--- src/rtl/clock_sched_pkg.sv ---
// Shared constants and types for the clock-enable scheduler: divisor defaults,
// divisor encodings and the configuration FSM state type.
package clock_sched_pkg;

   localparam int unsigned DIV_W       = 8;
   localparam int unsigned DEFAULT_DIV = 4;

   // Divisor encodings with special meaning
   localparam int unsigned DIV_PARK  = 0;
   localparam int unsigned DIV_EVERY = 1;

   typedef enum logic {
      StIdle,
      StPending
   } cfg_state_e;

   // Channel-index width, kept at least one bit for single-channel builds
   function automatic int unsigned ch_width(input int unsigned num_ch);
      return (num_ch > 1) ? $clog2(num_ch) : 1;
   endfunction

endpackage

--- src/rtl/clock_enable_scheduler_if.sv ---
// Valid/ready configuration port of the clock-enable scheduler.
interface clock_enable_scheduler_if #(
   parameter int unsigned NUM_CH = 3,
   parameter int unsigned DIV_W  = 8
);
   import clock_sched_pkg::*;

   localparam int unsigned CH_W = ch_width(NUM_CH);

   logic             Cfg_Valid;
   logic             Cfg_Ready;
   logic [CH_W-1:0]  Cfg_Channel;
   logic [DIV_W-1:0] Cfg_Divisor;
   logic             Cfg_Error;

   modport master (
      output Cfg_Valid,
      output Cfg_Channel,
      output Cfg_Divisor,
      input  Cfg_Ready,
      input  Cfg_Error
   );

   modport slave (
      input  Cfg_Valid,
      input  Cfg_Channel,
      input  Cfg_Divisor,
      output Cfg_Ready,
      output Cfg_Error
   );

endinterface

--- src/rtl/clock_enable_channel.sv ---
// One tick channel: period counter, divisor register, terminal-count detect and
// registered tick. A load strobe replaces the divisor; at_boundary_o says a load is safe now.
module clock_enable_channel #(
   parameter int unsigned DIV_W       = 8,
   parameter int unsigned DEFAULT_DIV = 4
) (
   input  logic             clk_i,
   input  logic             rst_ni,
   input  logic             en_i,
   input  logic             load_i,
   input  logic [DIV_W-1:0] load_div_i,
   output logic             tick_o,
   output logic             at_boundary_o
);
   import clock_sched_pkg::*;

   logic [DIV_W-1:0] cnt_q, cnt_d;
   logic [DIV_W-1:0] div_q, div_d;
   logic             tick_q, tick_d;
   logic             parked;
   logic             term_cnt;

   assign parked   = (div_q == DIV_W'(DIV_PARK));
   assign term_cnt = en_i && !parked && (cnt_q == div_q - 1'b1);

   // Disabled or parked channels have no period in flight, so a load is always safe
   assign at_boundary_o = term_cnt || !en_i || parked;
   assign tick_o        = tick_q;

   always_comb begin
      cnt_d  = cnt_q;
      div_d  = div_q;
      tick_d = 1'b0;
      if (!en_i || parked) begin
         cnt_d = '0;
      end else if (term_cnt) begin
         cnt_d  = '0;
         tick_d = 1'b1;
      end else begin
         cnt_d = cnt_q + 1'b1;
      end
      if (load_i) begin
         div_d = load_div_i;
      end
   end

   always_ff @(posedge clk_i or negedge rst_ni) begin
      if (!rst_ni) begin
         cnt_q  <= '0;
         div_q  <= DIV_W'(DEFAULT_DIV);
         tick_q <= 1'b0;
      end else begin
         cnt_q  <= cnt_d;
         div_q  <= div_d;
         tick_q <= tick_d;
      end
   end

endmodule

--- src/rtl/clock_enable_scheduler.sv ---
// Per-consumer clock-enable tick generator on the single master clock, with a
// valid/ready port that retimes divisor changes onto each channel's period boundary.
module clock_enable_scheduler #(
   parameter int unsigned NUM_CH      = 3,
   parameter int unsigned DIV_W       = clock_sched_pkg::DIV_W,
   parameter int unsigned DEFAULT_DIV = clock_sched_pkg::DEFAULT_DIV
) (
   input  logic                    Master_Clock_In,
   input  logic                    Reset_N,
   input  logic [NUM_CH-1:0]       Channel_Enable,
   clock_enable_scheduler_if.slave cfg,
   output logic [NUM_CH-1:0]       Tick_Out
);
   import clock_sched_pkg::*;

   localparam int unsigned CH_W = ch_width(NUM_CH);

   cfg_state_e       state_q, state_d;
   logic [CH_W-1:0]  pend_ch_q, pend_ch_d;
   logic [DIV_W-1:0] pend_div_q, pend_div_d;
   logic             err_q, err_d;
   logic [NUM_CH-1:0] load;
   logic [NUM_CH-1:0] at_boundary;

   assign cfg.Cfg_Ready = (state_q == StIdle);
   assign cfg.Cfg_Error = err_q;

   always_comb begin
      state_d    = state_q;
      pend_ch_d  = pend_ch_q;
      pend_div_d = pend_div_q;
      err_d      = 1'b0;
      load       = '0;
      unique case (state_q)
         StIdle: begin
            if (cfg.Cfg_Valid) begin
               if (32'(cfg.Cfg_Channel) >= NUM_CH) begin
                  err_d = 1'b1;
               end else begin
                  pend_ch_d  = cfg.Cfg_Channel;
                  pend_div_d = cfg.Cfg_Divisor;
                  state_d    = StPending;
               end
            end
         end
         StPending: begin
            for (int i = 0; i < NUM_CH; i++) begin
               if ((pend_ch_q == CH_W'(i)) && at_boundary[i]) begin
                  load[i] = 1'b1;
                  state_d = StIdle;
               end
            end
         end
         default: state_d = StIdle;
      endcase
   end

   always_ff @(posedge Master_Clock_In or negedge Reset_N) begin
      if (!Reset_N) begin
         state_q    <= StIdle;
         pend_ch_q  <= '0;
         pend_div_q <= '0;
         err_q      <= 1'b0;
      end else begin
         state_q    <= state_d;
         pend_ch_q  <= pend_ch_d;
         pend_div_q <= pend_div_d;
         err_q      <= err_d;
      end
   end

   for (genvar g = 0; g < NUM_CH; g++) begin : gen_ch
      clock_enable_channel #(
         .DIV_W       (DIV_W),
         .DEFAULT_DIV (DEFAULT_DIV)
      ) u_ch (
         .clk_i         (Master_Clock_In),
         .rst_ni        (Reset_N),
         .en_i          (Channel_Enable[g]),
         .load_i        (load[g]),
         .load_div_i    (pend_div_q),
         .tick_o        (Tick_Out[g]),
         .at_boundary_o (at_boundary[g])
      );
   end

endmodule

--- src/flat_wrapper.sv ---
// flat-port wrapper written by rule: the top's interface ports become plain ports
module clock_enable_scheduler_flat import clock_sched_pkg::*;
#(
   parameter int unsigned NUM_CH      = 3,
   parameter int unsigned DIV_W       = clock_sched_pkg::DIV_W,
   parameter int unsigned DEFAULT_DIV = clock_sched_pkg::DEFAULT_DIV
)
  (Master_Clock_In, Reset_N, Channel_Enable, Tick_Out, cfg_Cfg_Valid, cfg_Cfg_Channel, cfg_Cfg_Divisor, cfg_Cfg_Ready, cfg_Cfg_Error);
  clock_enable_scheduler_if #(.NUM_CH(NUM_CH), .DIV_W(DIV_W)) cfg_i ();
  input  logic Master_Clock_In;
  input  logic Reset_N;
  input  logic [NUM_CH-1:0] Channel_Enable;
  output logic [NUM_CH-1:0] Tick_Out;
  input wire logic [$bits(cfg_i.Cfg_Valid)-1:0] cfg_Cfg_Valid;
  input wire logic [$bits(cfg_i.Cfg_Channel)-1:0] cfg_Cfg_Channel;
  input wire logic [$bits(cfg_i.Cfg_Divisor)-1:0] cfg_Cfg_Divisor;
  output wire logic [$bits(cfg_i.Cfg_Ready)-1:0] cfg_Cfg_Ready;
  output wire logic [$bits(cfg_i.Cfg_Error)-1:0] cfg_Cfg_Error;
  assign cfg_i.Cfg_Valid = cfg_Cfg_Valid;
  assign cfg_i.Cfg_Channel = cfg_Cfg_Channel;
  assign cfg_i.Cfg_Divisor = cfg_Cfg_Divisor;
  assign cfg_Cfg_Ready = cfg_i.Cfg_Ready;
  assign cfg_Cfg_Error = cfg_i.Cfg_Error;
  clock_enable_scheduler #(.NUM_CH(NUM_CH), .DIV_W(DIV_W), .DEFAULT_DIV(DEFAULT_DIV)) u_core (.Master_Clock_In(Master_Clock_In), .Reset_N(Reset_N), .Channel_Enable(Channel_Enable), .cfg(cfg_i), .Tick_Out(Tick_Out));
endmodule
--- config.mk ---
export PLATFORM = sky130hd
export DESIGN_NAME = clock_enable_scheduler_flat
export DESIGN_NICKNAME = d
export VERILOG_FILES = /design/src/rtl/clock_sched_pkg.sv /design/src/rtl/clock_enable_scheduler_if.sv /design/src/rtl/clock_enable_channel.sv /design/src/rtl/clock_enable_scheduler.sv /design/src/flat_wrapper.sv
export SDC_FILE = /design/constraint.sdc
export NUM_CORES = 1
export LEC_CHECK = 0
export BUFFER_PORTS_ARGS = -buffer_cell sky130_fd_sc_hd__buf_2
export CAP_MARGIN = 20
export CORE_MARGIN = 4
export CORE_UTILIZATION = 40
export DETAILED_ROUTE_END_ITERATION = 16
export PLACE_DENSITY = 0.66
export SETUP_SLACK_MARGIN = 0.02
export SLEW_MARGIN = 15
export SYNTH_ARGS = -nofsm -noshare
export SYNTH_HDL_FRONTEND = slang
export SYNTH_SLANG_ARGS = --single-unit
--- constraint.sdc ---
create_clock -name Master_Clock_In -period 3.1 [get_ports Master_Clock_In]
set_clock_uncertainty 0.15 [all_clocks]
set_input_delay 0.31 -clock Master_Clock_In [delete_from_list [all_inputs] [get_ports Master_Clock_In]]
set_output_delay 0.31 -clock Master_Clock_In [all_outputs]
set_load 0.05 [all_outputs]
==> flow_metrics.tcl <==
set metrics [dict create \
    multiInputGateArea_mm2 0.00168 \
    drive_gt1_frac 0.243 \
    fp.dieArea_mm2 0.0101 \
    wl_mm 6.68 \
    drtIter0Drc 94 \
    path_class "flip-flop to flip-flop" \
    pwr-share-clk 0.247 \
    ys_ff_latch 63 \
    cts_hold_buffers 1 \
    final_core_util 0.466 \
    synth_top_area_frac 0.441 \
    finalSetupTns_ns 0 \
    max_slew.worst_pin.slew_ns 0.481 \
    cts-buffers-inserted 9 \
    regArea_mm2 0.00158 \
    drtPass1Iterations 5 \
    period_minus_slack_ns 2.71 \
    grt_usage 0.144 \
    cts.sinks 63 \
    overflow 0 \
    setup_viol 0 \
    timing.fmax_mhz 369 \
    fill_cells 759 \
    slowest_stage "or4_1" \
    rsz0062_at_grt "false" \
    antenna_found_initial 0 \
    clock_latency_ns 0.34 \
    synth_nets 341 \
    synth_edf_count 0 \
    core_mm2 0.00826 \
    switchingPower_mw 1.30 \
    cts_tree "done" \
    synth.largest_area_cell "dfrtp_1" \
    initial_utilization 0.412 \
    cp_max_fo 8 \
    nets 366 \
    die_w_um 100 \
    dpl.hpwl_mm 4.75 \
    dieHeight_um 100 \
    maxCapViolCount 0 \
    synth.distinct_cells 47 \
    end_kind "flip-flop" \
    relSlewSlack 0.678 \
    via_count 2332 \
    combPwrFrac 0.336 \
    swShare 0.364 \
    synth_cells 316 \
    drc 0 \
    grt_pass1_vias 2436 \
    final-hold-violation-count 0 \
    status "finished, final reports clean" \
    cts_root_buffer "clkbuf_8" \
    synth_area_mm2 0.00340 \
    yosys_most_used_dff "dfrtp_1" \
    htreeDepth 3 \
    crit_chain "or4_1 > nor4_1 > xnor2_1 > nand4_1 > nand2b_1 > nand4b_2 > mux2_2" \
    worstPathRequired_ns 3.18 \
    area.growth.synth_to_final_pct 13.1 \
    io_buffer_count 20 \
    ys_top_cells_by_area "dfrtp_1 44%, xor2_1 7.7%, mux2_2 7.6%" \
    p_leak_nw 1.76 \
    hold_path.class "input pin to flip-flop" \
    antennaDiodeCount 0 \
    avgSynthCellArea_um2 10.8 \
    cts-resized-gates 0 \
    postCtsSetupRepairBufs 0 \
    ioPinCount 21 \
    vias_per_cell 5.17 \
    wire_per_inst_um 14.8 \
    place.gp.congestion 0.842 \
    p_per_area_mw_per_mm2 926 \
    grt_start_max_net_pins 64 \
    crit_family "simple AND/OR/NAND/NOR gates" \
    clk_pin_slew_ns 0.08 \
    vdd_drop_max_v 0.000582 \
    drv_slew 0 \
    synthArstFlopShare 1.00 \
    cts_buffer_depth 2 \
    grt_pass1_wl_mm 11.4 \
    period_share 0.873 \
    detail-route-antenna-nets 0 \
    rows 33 \
    arrival_ns 2.79 \
    slowest_delay_ns 0.57 \
    worst-path-buf-inv 0 \
    sequentialPowerShare 0.417 \
    synth-seq-area-share 0.464 \
    start_kind "flip-flop" \
    yosysWarnings 0 \
    p_int_mw 2.27 \
]
[cell families (layout without fill, tap and decap cells)]
logic type	Yosys count	after routing	share of synthesized area
AOI/OAI and AO/OA	24	24	0.0478
xor gates and xnor gates	49	49	0.126
muxes	31	31	0.111
buffers and inverters	28	58	0.0437
adders and majority gates	9	9	0.0331
DFF	63	63	0.464
and+or+nand+nor	112	112	0.174
[final cells by class]
cell class / count / share of cell area
inverter: 16 / 0.0156
sequential: 63 / 0.410
tap: 105 / 0.0341
clock buffer: 9 / 0.0322
multi-input combinational: 225 / 0.435
clock inverter: 7 / 0.0312
timing repair buffer: 26 / 0.0416
[layer usage]
metal | GRT usage | part of all wire | vias to the layer above
met3 | 0.0368 | 0.037 | 17
met2 | 0.220 | 0.47 | 44
met4 | 0.0705 | 0.025 | 0
met1 | 0.190 | 0.47 | 1142
met5 | 0 | 0 | -
li1 | - | - | 1129
[synthesized netlist by cell type, drive strengths merged, types with 2 or more instances]
| cell | number |
|---|---|
| dfrtp | 60 |
| clkbuf | 5 |
| o31ai | 2 |
| xnor2 | 19 |
| nand3 | 17 |
| nand2b | 5 |
| nand2 | 8 |
| buf | 7 |
| nor3 | 7 |
| or2 | 3 |
| a31oi | 2 |
| o22ai | 2 |
| nor2b | 6 |
| nand4 | 3 |
| nor4 | 5 |
| nand3b | 3 |
| xor2 | 30 |
| nor2 | 41 |
| o41ai | 2 |
| ha | 9 |
| inv | 16 |
| o21ai | 4 |
| dfstp | 3 |
| a21oi | 6 |
| mux2 | 31 |
| or4 | 2 |
| and3 | 7 |
[path summary, 6_finish.rpt]
path | cells past startpoint | slack [ns] | to | start
max in group asynchronous | 3 | 2.13 | u_core.gen_ch[1].u_ch.div_q[2]$_DFFE_PN1P_ | Reset_N
setup / recovery | 7 | 0.39 | u_core.gen_ch[0].u_ch.div_q[1]$_DFFE_PN0P_ | u_core.gen_ch[0].u_ch.div_q[3]$_DFFE_PN0P_
hold reg to reg | 1 | 0.39 | u_core.gen_ch[2].u_ch.cnt_q[0]$_DFF_PN0_ | u_core.gen_ch[2].u_ch.cnt_q[0]$_DFF_PN0_
min in group asynchronous | 3 | 0.34 | u_core.gen_ch[2].u_ch.cnt_q[0]$_DFF_PN0_ | Reset_N
hold / removal | 2 | 0.04 | u_core.pend_div_q[6]$_DFFE_PN0P_ | cfg_Cfg_Divisor[6]
setup reg to reg | 7 | 0.39 | u_core.gen_ch[0].u_ch.div_q[1]$_DFFE_PN0P_ | u_core.gen_ch[0].u_ch.div_q[3]$_DFFE_PN0P_
[power groups by stage]
| stage | Sequential (mW) | Clock [mW] | Combinational [mW] |
|---|---|---|---|
| 5_1_grt | 1.53 | 0.939 | 1.34 |
| 3_3_place_gp | 1.49 | 0 | 1.15 |
| 4_1_cts | 1.48 | 0.900 | 1.21 |
| 3_5_place_dp | 1.50 | 0 | 1.20 |
| 2_1_floorplan | 1.33 | 0 | 1.07 |
| 6_report | 1.49 | 0.880 | 1.20 |
[through the flow]
stage	area, um2	instances	worst slack, ns	hold slack (ns)	total power, mW
global placement	3600	434	0.566	0.191	2.64
finish	3850	451	0.392	0.0438	3.57
CTS	3850	451	0.407	0.0236	3.59
floorplan	3400	316	0.470	-0.136	2.39
global route	3850	451	0.239	0.0316	3.80
detailed placement	3600	434	0.523	0.198	2.69
[flip-flops by register name, indices dropped and copies added (netlist names)]
register / count
u_core.pend_div_q: 8
u_core.gen_ch.u_ch.cnt_q: 24
u_core.cfg.Cfg_Error: 1
u_core.gen_ch.u_ch.tick_o: 3
u_core.pend_ch_q: 2
u_core.gen_ch.u_ch.div_q: 24
u_core.state_q: 1
[layout by cell type (no fill, tap or decap), drive strengths merged, types with 2 or more instances in the layout]
cell type and count:
nor3 7, clkbuf 9, inv 17, nor4 5, mux2 31, buf 25, nand2 8, bufinv 3
dfstp 3, clkinv 2, nand3b 3, dfrtp 60, a31oi 2, xor2 30, ha 9, and3 7
nand3 17, xnor2 19, nor2 41, nor2b 6, o31ai 2, nand4 3, or4 2, a21oi 6
o41ai 2, o21ai 4, or2 3, nand2b 5, o22ai 2
Note: power is estimated with default switching activity, not from simulation.
